$ cat src/rtl/motor_pkg.sv
// Shared types and constants for the motor command path: drive directions,
// the UART frame header and the scheduler state encoding.
package motor_pkg;

    typedef enum logic [2:0] {
        STOP     = 3'd0,
        FORWARD  = 3'd1,
        BACKWARD = 3'd2,
        LEFT     = 3'd3,
        RIGHT    = 3'd4
    } direction_e;

    localparam logic [7:0] FRAME_HEADER = 8'hA5;

    typedef enum logic [2:0] {
        IDLE = 3'd0,
        HDR  = 3'd1,
        CMD  = 3'd2,
        CSUM = 3'd3,
        GAP  = 3'd4
    } sched_state_e;

    function automatic logic [7:0] pack_cmd(input logic [2:0] dir, input logic [2:0] spd);
        return {dir, spd, 2'b00};
    endfunction

endpackage

$ cat src/rtl/cmd_arbiter.sv
// Picks manual or autonomous drive request and applies the e-stop and
// obstacle overrides, producing the packed command byte.
module cmd_arbiter
    import motor_pkg::*;
#(
    parameter logic [7:0] TOO_CLOSE = 8'd20
) (
    input  logic [2:0] auto_direction,
    input  logic [2:0] auto_speed,
    input  logic       manual_en,
    input  logic [2:0] manual_direction,
    input  logic [2:0] manual_speed,
    input  logic       stop_latched,
    input  logic [7:0] distance,
    output logic [7:0] cmd,
    output logic       source_manual_next
);

    logic [2:0] sel_dir;
    logic [2:0] sel_spd;
    logic [2:0] eff_dir;
    logic [2:0] eff_spd;
    logic       blocked;

    always_comb begin
        sel_dir = manual_en ? manual_direction : auto_direction;
        sel_spd = manual_en ? manual_speed : auto_speed;

        // Only forward motion is blocked; reversing or turning away stays allowed.
        blocked = (distance < TOO_CLOSE) && (sel_dir == FORWARD);

        eff_dir = sel_dir;
        eff_spd = sel_spd;
        if (stop_latched || blocked) begin
            eff_dir = STOP;
            eff_spd = 3'd0;
        end

        cmd                = pack_cmd(eff_dir, eff_spd);
        source_manual_next = manual_en;
    end

endmodule

$ cat src/rtl/motor_cmd_scheduler.sv
// Sends 3-byte motor command frames over a byte UART whenever the effective
// command changes or the keep-alive period expires, with an idle gap per frame.
module motor_cmd_scheduler
    import motor_pkg::*;
#(
    parameter int unsigned REFRESH_CYCLES = 2_500_000,
    parameter int unsigned GAP_CYCLES     = 5000,
    parameter logic [7:0]  TOO_CLOSE      = 8'd20
) (
    input  logic       CLOCK_50,
    input  logic       reset_n,
    input  logic [2:0] auto_direction,
    input  logic [2:0] auto_speed,
    input  logic       manual_en,
    input  logic [2:0] manual_direction,
    input  logic [2:0] manual_speed,
    input  logic       estop,
    input  logic       estop_clear,
    input  logic [7:0] distance,
    input  logic       tx_ready,
    output logic [7:0] tx_data,
    output logic       tx_valid,
    output logic       busy,
    output logic       source_manual,
    output logic       stop_latched
);

    localparam int unsigned RW = (REFRESH_CYCLES > 1) ? $clog2(REFRESH_CYCLES) : 1;
    localparam int unsigned GW = (GAP_CYCLES > 1) ? $clog2(GAP_CYCLES) : 1;
    localparam logic [RW-1:0] RefreshLast = RW'(REFRESH_CYCLES - 1);
    localparam logic [GW-1:0] GapLast     = GW'(GAP_CYCLES - 1);

    sched_state_e  state_q, state_d;
    logic [7:0]    last_cmd_q, last_cmd_d;
    logic          src_q, src_d;
    logic          stop_q, stop_d;
    logic [RW-1:0] refresh_q, refresh_d;
    logic [GW-1:0] gap_q, gap_d;

    logic [7:0] cmd;
    logic       source_manual_next;
    logic       launch;

    cmd_arbiter #(
        .TOO_CLOSE (TOO_CLOSE)
    ) u_arbiter (
        .auto_direction     (auto_direction),
        .auto_speed         (auto_speed),
        .manual_en          (manual_en),
        .manual_direction   (manual_direction),
        .manual_speed       (manual_speed),
        .stop_latched       (stop_q),
        .distance           (distance),
        .cmd                (cmd),
        .source_manual_next (source_manual_next)
    );

    // Next-state logic; tx_valid is high in every byte state, so acceptance is tx_ready.
    always_comb begin
        state_d    = state_q;
        gap_d      = gap_q;
        launch     = 1'b0;
        last_cmd_d = last_cmd_q;
        src_d      = src_q;

        unique case (state_q)
            IDLE: begin
                if ((cmd != last_cmd_q) || (refresh_q == RefreshLast)) begin
                    state_d    = HDR;
                    launch     = 1'b1;
                    last_cmd_d = cmd;
                    src_d      = source_manual_next;
                end
            end
            HDR: begin
                if (tx_ready) state_d = CMD;
            end
            CMD: begin
                if (tx_ready) state_d = CSUM;
            end
            CSUM: begin
                if (tx_ready) begin
                    state_d = GAP;
                    gap_d   = '0;
                end
            end
            GAP: begin
                if (gap_q == GapLast) begin
                    state_d = IDLE;
                    gap_d   = '0;
                end else begin
                    gap_d = gap_q + 1'b1;
                end
            end
            default: state_d = IDLE;
        endcase

        if (launch) begin
            refresh_d = '0;
        end else if (refresh_q == RefreshLast) begin
            refresh_d = refresh_q;
        end else begin
            refresh_d = refresh_q + 1'b1;
        end

        // A simultaneous set and clear keeps the stop engaged.
        if (estop) begin
            stop_d = 1'b1;
        end else if (estop_clear) begin
            stop_d = 1'b0;
        end else begin
            stop_d = stop_q;
        end
    end

    always_ff @(posedge CLOCK_50) begin
        if (!reset_n) begin
            state_q    <= IDLE;
            last_cmd_q <= 8'hFF;
            src_q      <= 1'b0;
            stop_q     <= 1'b0;
            refresh_q  <= '0;
            gap_q      <= '0;
        end else begin
            state_q    <= state_d;
            last_cmd_q <= last_cmd_d;
            src_q      <= src_d;
            stop_q     <= stop_d;
            refresh_q  <= refresh_d;
            gap_q      <= gap_d;
        end
    end

    // Frame bytes come from the latched command, so input changes cannot disturb a frame.
    always_comb begin
        tx_valid = 1'b0;
        tx_data  = 8'h00;
        unique case (state_q)
            HDR: begin
                tx_valid = 1'b1;
                tx_data  = FRAME_HEADER;
            end
            CMD: begin
                tx_valid = 1'b1;
                tx_data  = last_cmd_q;
            end
            CSUM: begin
                tx_valid = 1'b1;
                tx_data  = FRAME_HEADER ^ last_cmd_q;
            end
            default: begin
                tx_valid = 1'b0;
                tx_data  = 8'h00;
            end
        endcase
    end

    assign busy          = (state_q != IDLE);
    assign source_manual = src_q;
    assign stop_latched  = stop_q;

endmodule

$ cat config.mk
export PLATFORM = sky130hd
export DESIGN_NAME = motor_cmd_scheduler
export DESIGN_NICKNAME = d
export VERILOG_FILES = /design/src/rtl/motor_pkg.sv /design/src/rtl/cmd_arbiter.sv /design/src/rtl/motor_cmd_scheduler.sv
export SDC_FILE = /design/constraint.sdc
export NUM_CORES = 1
export LEC_CHECK = 0
export ABC_AREA = 0
export CAP_MARGIN = 20
export CORE_ASPECT_RATIO = 0.5
export CORE_UTILIZATION = 49
export DETAILED_ROUTE_END_ITERATION = 8
export PLACE_DENSITY_LB_ADDON = 0.12
export SLEW_MARGIN = 30
export SYNTH_ARGS = -nofsm -noshare
export SYNTH_HDL_FRONTEND = slang
export SYNTH_SLANG_ARGS = --single-unit
$ cat constraint.sdc
create_clock -name CLOCK_50 -period 1.8 [get_ports CLOCK_50]
set_input_delay 0.18 -clock CLOCK_50 [delete_from_list [all_inputs] [get_ports CLOCK_50]]
set_output_delay 0.18 -clock CLOCK_50 [all_outputs]
set_load 0.05 [all_outputs]
Word level (Yosys, flattened, before mapping)

Index checks and enable logic that the tools add are counted.

Flip-flop bits (word level): 48
Output and inout bits: 12

$add $sub $neg: 2
$lt $le $gt $ge: 1
Equality and inequality tests: 13
Muxes and demuxes: 19
Bitwise operators: 2
Reduce and logical (&&, ||, !) cells: 12

Operator list:

| cell                                               | count |
|---|---|
| 2-to-1 mux 3 bit                                   | 9 |
| 2-to-1 mux 13 bit                                  | 2 |
| case mux 13 bit (2 select lines)                   | 1 |
| case mux 8 bit (3 select lines)                    | 1 |
| adder 22 x 1 -> 22 bit, second input constant      | 1 |
| == test 22 bit, second input constant              | 1 |
| case mux 3 bit (5 select lines)                    | 1 |
| adder 13 x 1 -> 13 bit, second input constant      | 1 |
| == test 13 bit, second input constant              | 1 |
| != test 2 bit, second input constant               | 5 |
| < comparator 8 x 5 -> 1 bit, second input constant | 1 |
| != test 8 bit                                      | 1 |
| == test 3 x 1 -> 1 bit, second input constant      | 2 |
| == test 3 x 2 -> 1 bit, second input constant      | 2 |
| 2-to-1 mux 1 bit                                   | 5 |
| AND reduction 5 bit                                | 1 |
| NOT 4 bit                                          | 1 |
| AND reduction 2 bit                                | 2 |
| nonzero test 2 bit                                 | 2 |
| == test 3 bit, second input constant               | 1 |
| zero test 3 bit                                    | 1 |
| nonzero test 3 bit                                 | 1 |
| OR reduction 3 bit                                 | 1 |
| logical OR 1 bit                                   | 2 |
| 3 further kinds                                    | 3 |

Logic depth before layout (Yosys ltp)

Depth after elaboration: 10
Depth in mapped cells: 8
Depth with buffers taken out: 7

Cells and area by module

Synthesis repeated with hierarchy kept, for this count alone.

Cells, all modules: 330
Area, all modules: 2836.5 um^2

Modules (own cells, without submodules):

| module              | instances | cells each | area each (um^2) | seq. area each (um^2) |
|---|---|---|---|---|
| motor_cmd_scheduler | 1         | 308        | 2672.6           | 960.9 |
| cmd_arbiter         | 1         | 22         | 163.9            | 0.0 |

Worst setup path before layout

OpenSTA, ideal clock, no wires.

Path kind: register to register
Start: reg stop_q (netlist: stop_latched)
End: reg refresh_q[10]
Library setup time: 0.060 ns
Arrival: 2.000 ns
Data required time: 1.740 ns
Slack: -0.260 ns
Cell stages (with the launch flop): 7
Path buffers: 1
Clock period less this slack: 2.060 ns
Cell sequence: dfxtp_1 nor2_1 xnor2_1 or4_4 o31ai_4 buf_6 and3_1

Longest elaborated chain between the ends: 7
Elaborated cells on any way between the ends: 8
Classes of those cells: eq/ne (1); mux (4); reduce/logical (3)

RTL lines:

| element                                 | RTL line                   | source |
|---|---|---|
| from (decl)                             | motor_cmd_scheduler.sv:36  | `logic stop_q, stop_d;` |
| from (signal assigned)                  | motor_cmd_scheduler.sv:128 | `stop_q <= stop_d;` |
| logical OR 1 bit (*)                    | cmd_arbiter.sv:34          | `if (stop_latched \|\| blocked) begin` |
| 2-to-1 mux 3 bit                        | cmd_arbiter.sv:34          |  |
| != test 8 bit (*)                       | motor_cmd_scheduler.sv:68  | `if ((cmd != last_cmd_q) \|\| (refresh_q == RefreshLast)) begin` |
| logical OR 1 bit (*)                    | motor_cmd_scheduler.sv:68  |  |
| 2-to-1 mux 1 bit (*)                    | motor_cmd_scheduler.sv:68  |  |
| 2-to-1 mux 1 bit (*)                    | motor_cmd_scheduler.sv:66  | `unique case (state_q)` |
| OR reduction 2 bit (no source line) (*) | --                         |  |
| to (signal assigned)                    | motor_cmd_scheduler.sv:129 | `refresh_q <= refresh_d;` |
| to (decl)                               | motor_cmd_scheduler.sv:37  | `logic [RW-1:0] refresh_q, refresh_d;` |

Every way passes the cells marked *; elsewhere a longest branch is shown, timed or not.
A chain may end at the register's enable or synchronous reset.

Worst setup path in the final report

Start: reg refresh_q[9]
End: reg refresh_q[13]

Longest elaborated chain between the ends: 5
Elaborated cells on any way between the ends: 6
Classes of those cells: add/sub (1); eq/ne (1); mux (2); reduce/logical (2)

RTL lines:

| element |
|---|
| branches (longest 5 deep; another with adder 22 x 1 -> 22 bit) |

Parallel ways; which one is timed is not known.

==> impl_metrics.json <==
{
  "status": "finished with violations",
  "violations": "setup timing",
  "synth_area_um2": 2730,
  "hold_path_class": "input port to flip-flop",
  "skew_ns": 0.0126,
  "drt_iter0_markers": 288,
  "regArea_um2": 961,
  "fin_nets": 468,
  "dp_hpwl_um": 5990,
  "worst_slew_pin_slew_ns": 0.533,
  "ys_seq_area_share_pct": 34.5,
  "routed_wl_um": 10800,
  "synth_area_leaders": "dfxtp_1 34%, and3_1 5.7%, xor2_1 5.1%, nand2_1 4.4%, xnor2_1 4.2%",
  "synth_top_area_share_pct": 34.5,
  "yosysMostFrequentCell": "dfxtp_1",
  "cp.required_ns": 2.03,
  "p_total_w": 0.00266,
  "drc": 0,
  "cpPeakStageDelay_ns": 0.39,
  "cts_max_path_buffers": 2,
  "ir_worst_vdd_mv": 0.550,
  "n_antenna_cell": 0,
  "crit_start": "refresh_q[9]",
  "ioPinCount": 38,
  "gp_congestion": 0.852,
  "wire_per_inst_um": 21.1,
  "vias": 3085,
  "crit_family": "simple AND/OR/NAND/NOR gates",
  "grt_pass1_wl_um": 13400,
  "cp_num_buf_inv": 2,
  "cp-end-kind": "flip-flop",
  "syn-instance-count": 329,
  "cts_inserted_buffers": 5,
  "hold_viol": 0,
  "placementRows": 18,
  "min-delay-start": "auto_speed[2]",
  "synth_common_cells": "47 x dfxtp_1, 32 x nand2_1, 25 x and3_1, 25 x nor2_1, 19 x nand3_1",
  "max_freq_mhz": 484,
  "fp.dieW_um": 108,
  "cts-root-buf": "clkbuf_8",
  "drive_gt1_share_pct": 46.9,
  "die_area_um2": 5890,
  "initial_core_util_pct": 53.1,
  "cts_tree": "built",
  "core_area_um2": 5130,
  "synth.distinct_cells": 50,
  "crit_path_top_delay_cell": "nor4_4",
  "syn2layout_area_growth_pct": 61.9,
  "grt_pass1_vias": 2813,
  "avgSynthCellArea_um2": 8.29,
  "synthesis.nets": 357,
  "setup_violations": 41,
  "grt_max_degree": 26,
  "cp_max_fo": 6,
  "placedCellCount": 487,
  "max_cap_violations": 0,
  "startpoint_type": "flip-flop",
  "drtAntennaViolNets": 0,
  "arrival_ns": 2.30,
  "power.leakage_nw": 1.88,
  "period_minus_slack_ns": 2.07,
  "multi_input_area_um2": 2060,
  "postLayoutSetupSlackWorst_ns": -0.268,
  "slew_viol_final": 0,
  "p_per_area_nw_per_um2": 602,
  "via_per_inst": 6.04,
  "antenna_found_initial": 0,
  "overflow": 0,
  "finalNonFillerCells": 511,
  "yosys_warnings": 0,
  "yosysTopAreaCell": "dfxtp_1",
  "io_buffers": 35,
  "rr_startpoint": "refresh_q[9]",
  "drt_pass1_iterations": 5,
  "slew_headroom_pct": 64.4,
  "rsz0062_at_grt": "true",
  "cts_sinks": 47,
  "die_h_um": 54.8,
  "ys_ff_latch": 47,
  "clkLatencyLatePin_ns": 0.33,
  "synth_edf_count": 0,
  "path_class": "flip-flop to flip-flop",
  "grt_use_total_pct": 31.4,
  "htree_levels": 2,
  "async_reset_ff_share_pct": 0,
  "path_cells": "nor4b_2, nand4_1, nor4_4, or4_4, o31ai_4, buf_6, buf_12, and3_4",
  "fin_crit_sh_pct": 115,
  "clk_pin_slew_worst_paths_ns": 0.10,
  "ys.flop_type": "dfxtp_1",
  "fill_cells": 251
}
-- worst reg2reg max path, stage by stage (launching register included) --
cell	delay, ns
dfxtp_2	0.34
nor4b_2	0.30
nand4_1	0.21
nor4_4	0.39
or4_4	0.21
o31ai_4	0.07
buf_6	0.15
buf_12	0.13
and3_4	0.16
-- cell type report --
| cell class | instances | share of cell area, % |
|---|---|---|
| Clock inverter | 2 | 0.368 |
| Tap cell | 70 | 1.98 |
| Inverter | 14 | 1.19 |
| Multi-Input combinational cell | 253 | 46.6 |
| Timing Repair Buffer | 119 | 26.4 |
| Sequential cell | 47 | 21.8 |
| Clock buffer | 6 | 1.64 |
-- power by group --
group	internal, W	switching (W)	leakage [nW]	total (W)
combinational	0.000398	0.000463	1.45	0.000861
clock	0.000280	0.000410	0.0418	0.000690
sequential	0.00107	0.0000339	0.389	0.00111
total	0.00175	0.000907	1.88	0.00266
-- layer usage --
layer | part of all wire [%] | global-route usage, %
met4 | 4.3 | 9.36
met3 | 7.1 | 6.31
met5 | 0 | 0
met1 | 42 | 41.2
met2 | 46 | 53.5
-- cells by family (layout without fill, tap and decap cells) --
kind of cell	count (synthesis)	count (layout)	share of synthesized area, %
xor gates and xnor gates	29	29	9.31
and+or+nand+nor	166	166	33.5
muxes	10	10	3.81
DFF	47	47	34.5
adders and majority gates	2	2	0.917
AOI/OAI and AO/OA	46	46	12.3
buffers and inverters	29	141	5.69
-- cells in the final DEF, fill, tap and decap left out, types with 4 or more instances in the layout --
cell type,netlist,final
a21oi_1,13,4
a21oi_2,0,9
and2_1,8,8
and3_1,25,12
and3_4,0,15
buf_12,0,12
buf_4,0,71
buf_6,6,11
clkbuf_8,0,5
clkdlybuf4s50_1,0,10
dfxtp_1,47,33
dfxtp_2,0,13
dlymetal6s2s_1,0,6
inv_1,14,13
nand2_1,32,28
nand3_1,19,19
nor2_1,25,19
nor2_2,0,4
nor2b_1,11,11
nor3_1,13,7
nor3_2,1,7
o21ai_2,0,6
o221ai_2,0,4
or4_4,1,5
xnor2_1,13,13
xor2_1,16,16
-- metrics by stage --
step	setup WS, ns	TNS, ns	utilization, %	instance area, µm²	hold WS [ns]
floorplan	-0.0654	-1.46	-	2800	0.303
global placement	-0.732	-21.72	73.0	3750	0.466
detailed placement	-0.771	-23.37	73.0	3750	0.487
CTS	-0.244	-6.76	81.2	4170	0.444
global route	-0.349	-10.55	86.0	4420	0.439
finish	-0.268	-7.93	86.0	4420	0.421
-- state kept, by name, indices dropped and copies added (netlist names) --
register       cells
last_cmd_q         7
gap_q             13
stop_latched       1
refresh_q         22
state_q            3
source_manual      1
-- path summary, 6_finish.rpt --
path / end / slack, ns / cells past startpoint
setup / recovery: refresh_q[13] / -0.27 / 8
hold / removal: last_cmd_q[4] / 0.42 / 5
setup reg to reg: refresh_q[13] / -0.27 / 8
hold reg to reg: source_manual / 0.51 / 2
-- repair_timing --
| action | in CTS | in global routing |
|---|---|---|
| buffers inserted | 10 | 6 |
| resized for setup | 73 | 64 |
| pin swaps | 29 | 31 |
| endpoints found under the setup margin | 41 | 42 |
| hold buffers | 0 | 0 |
| cloned | 5 | 0 |
| endpoints found under the hold margin | 0 | 0 |
Power figures use the tool's default switching activity.
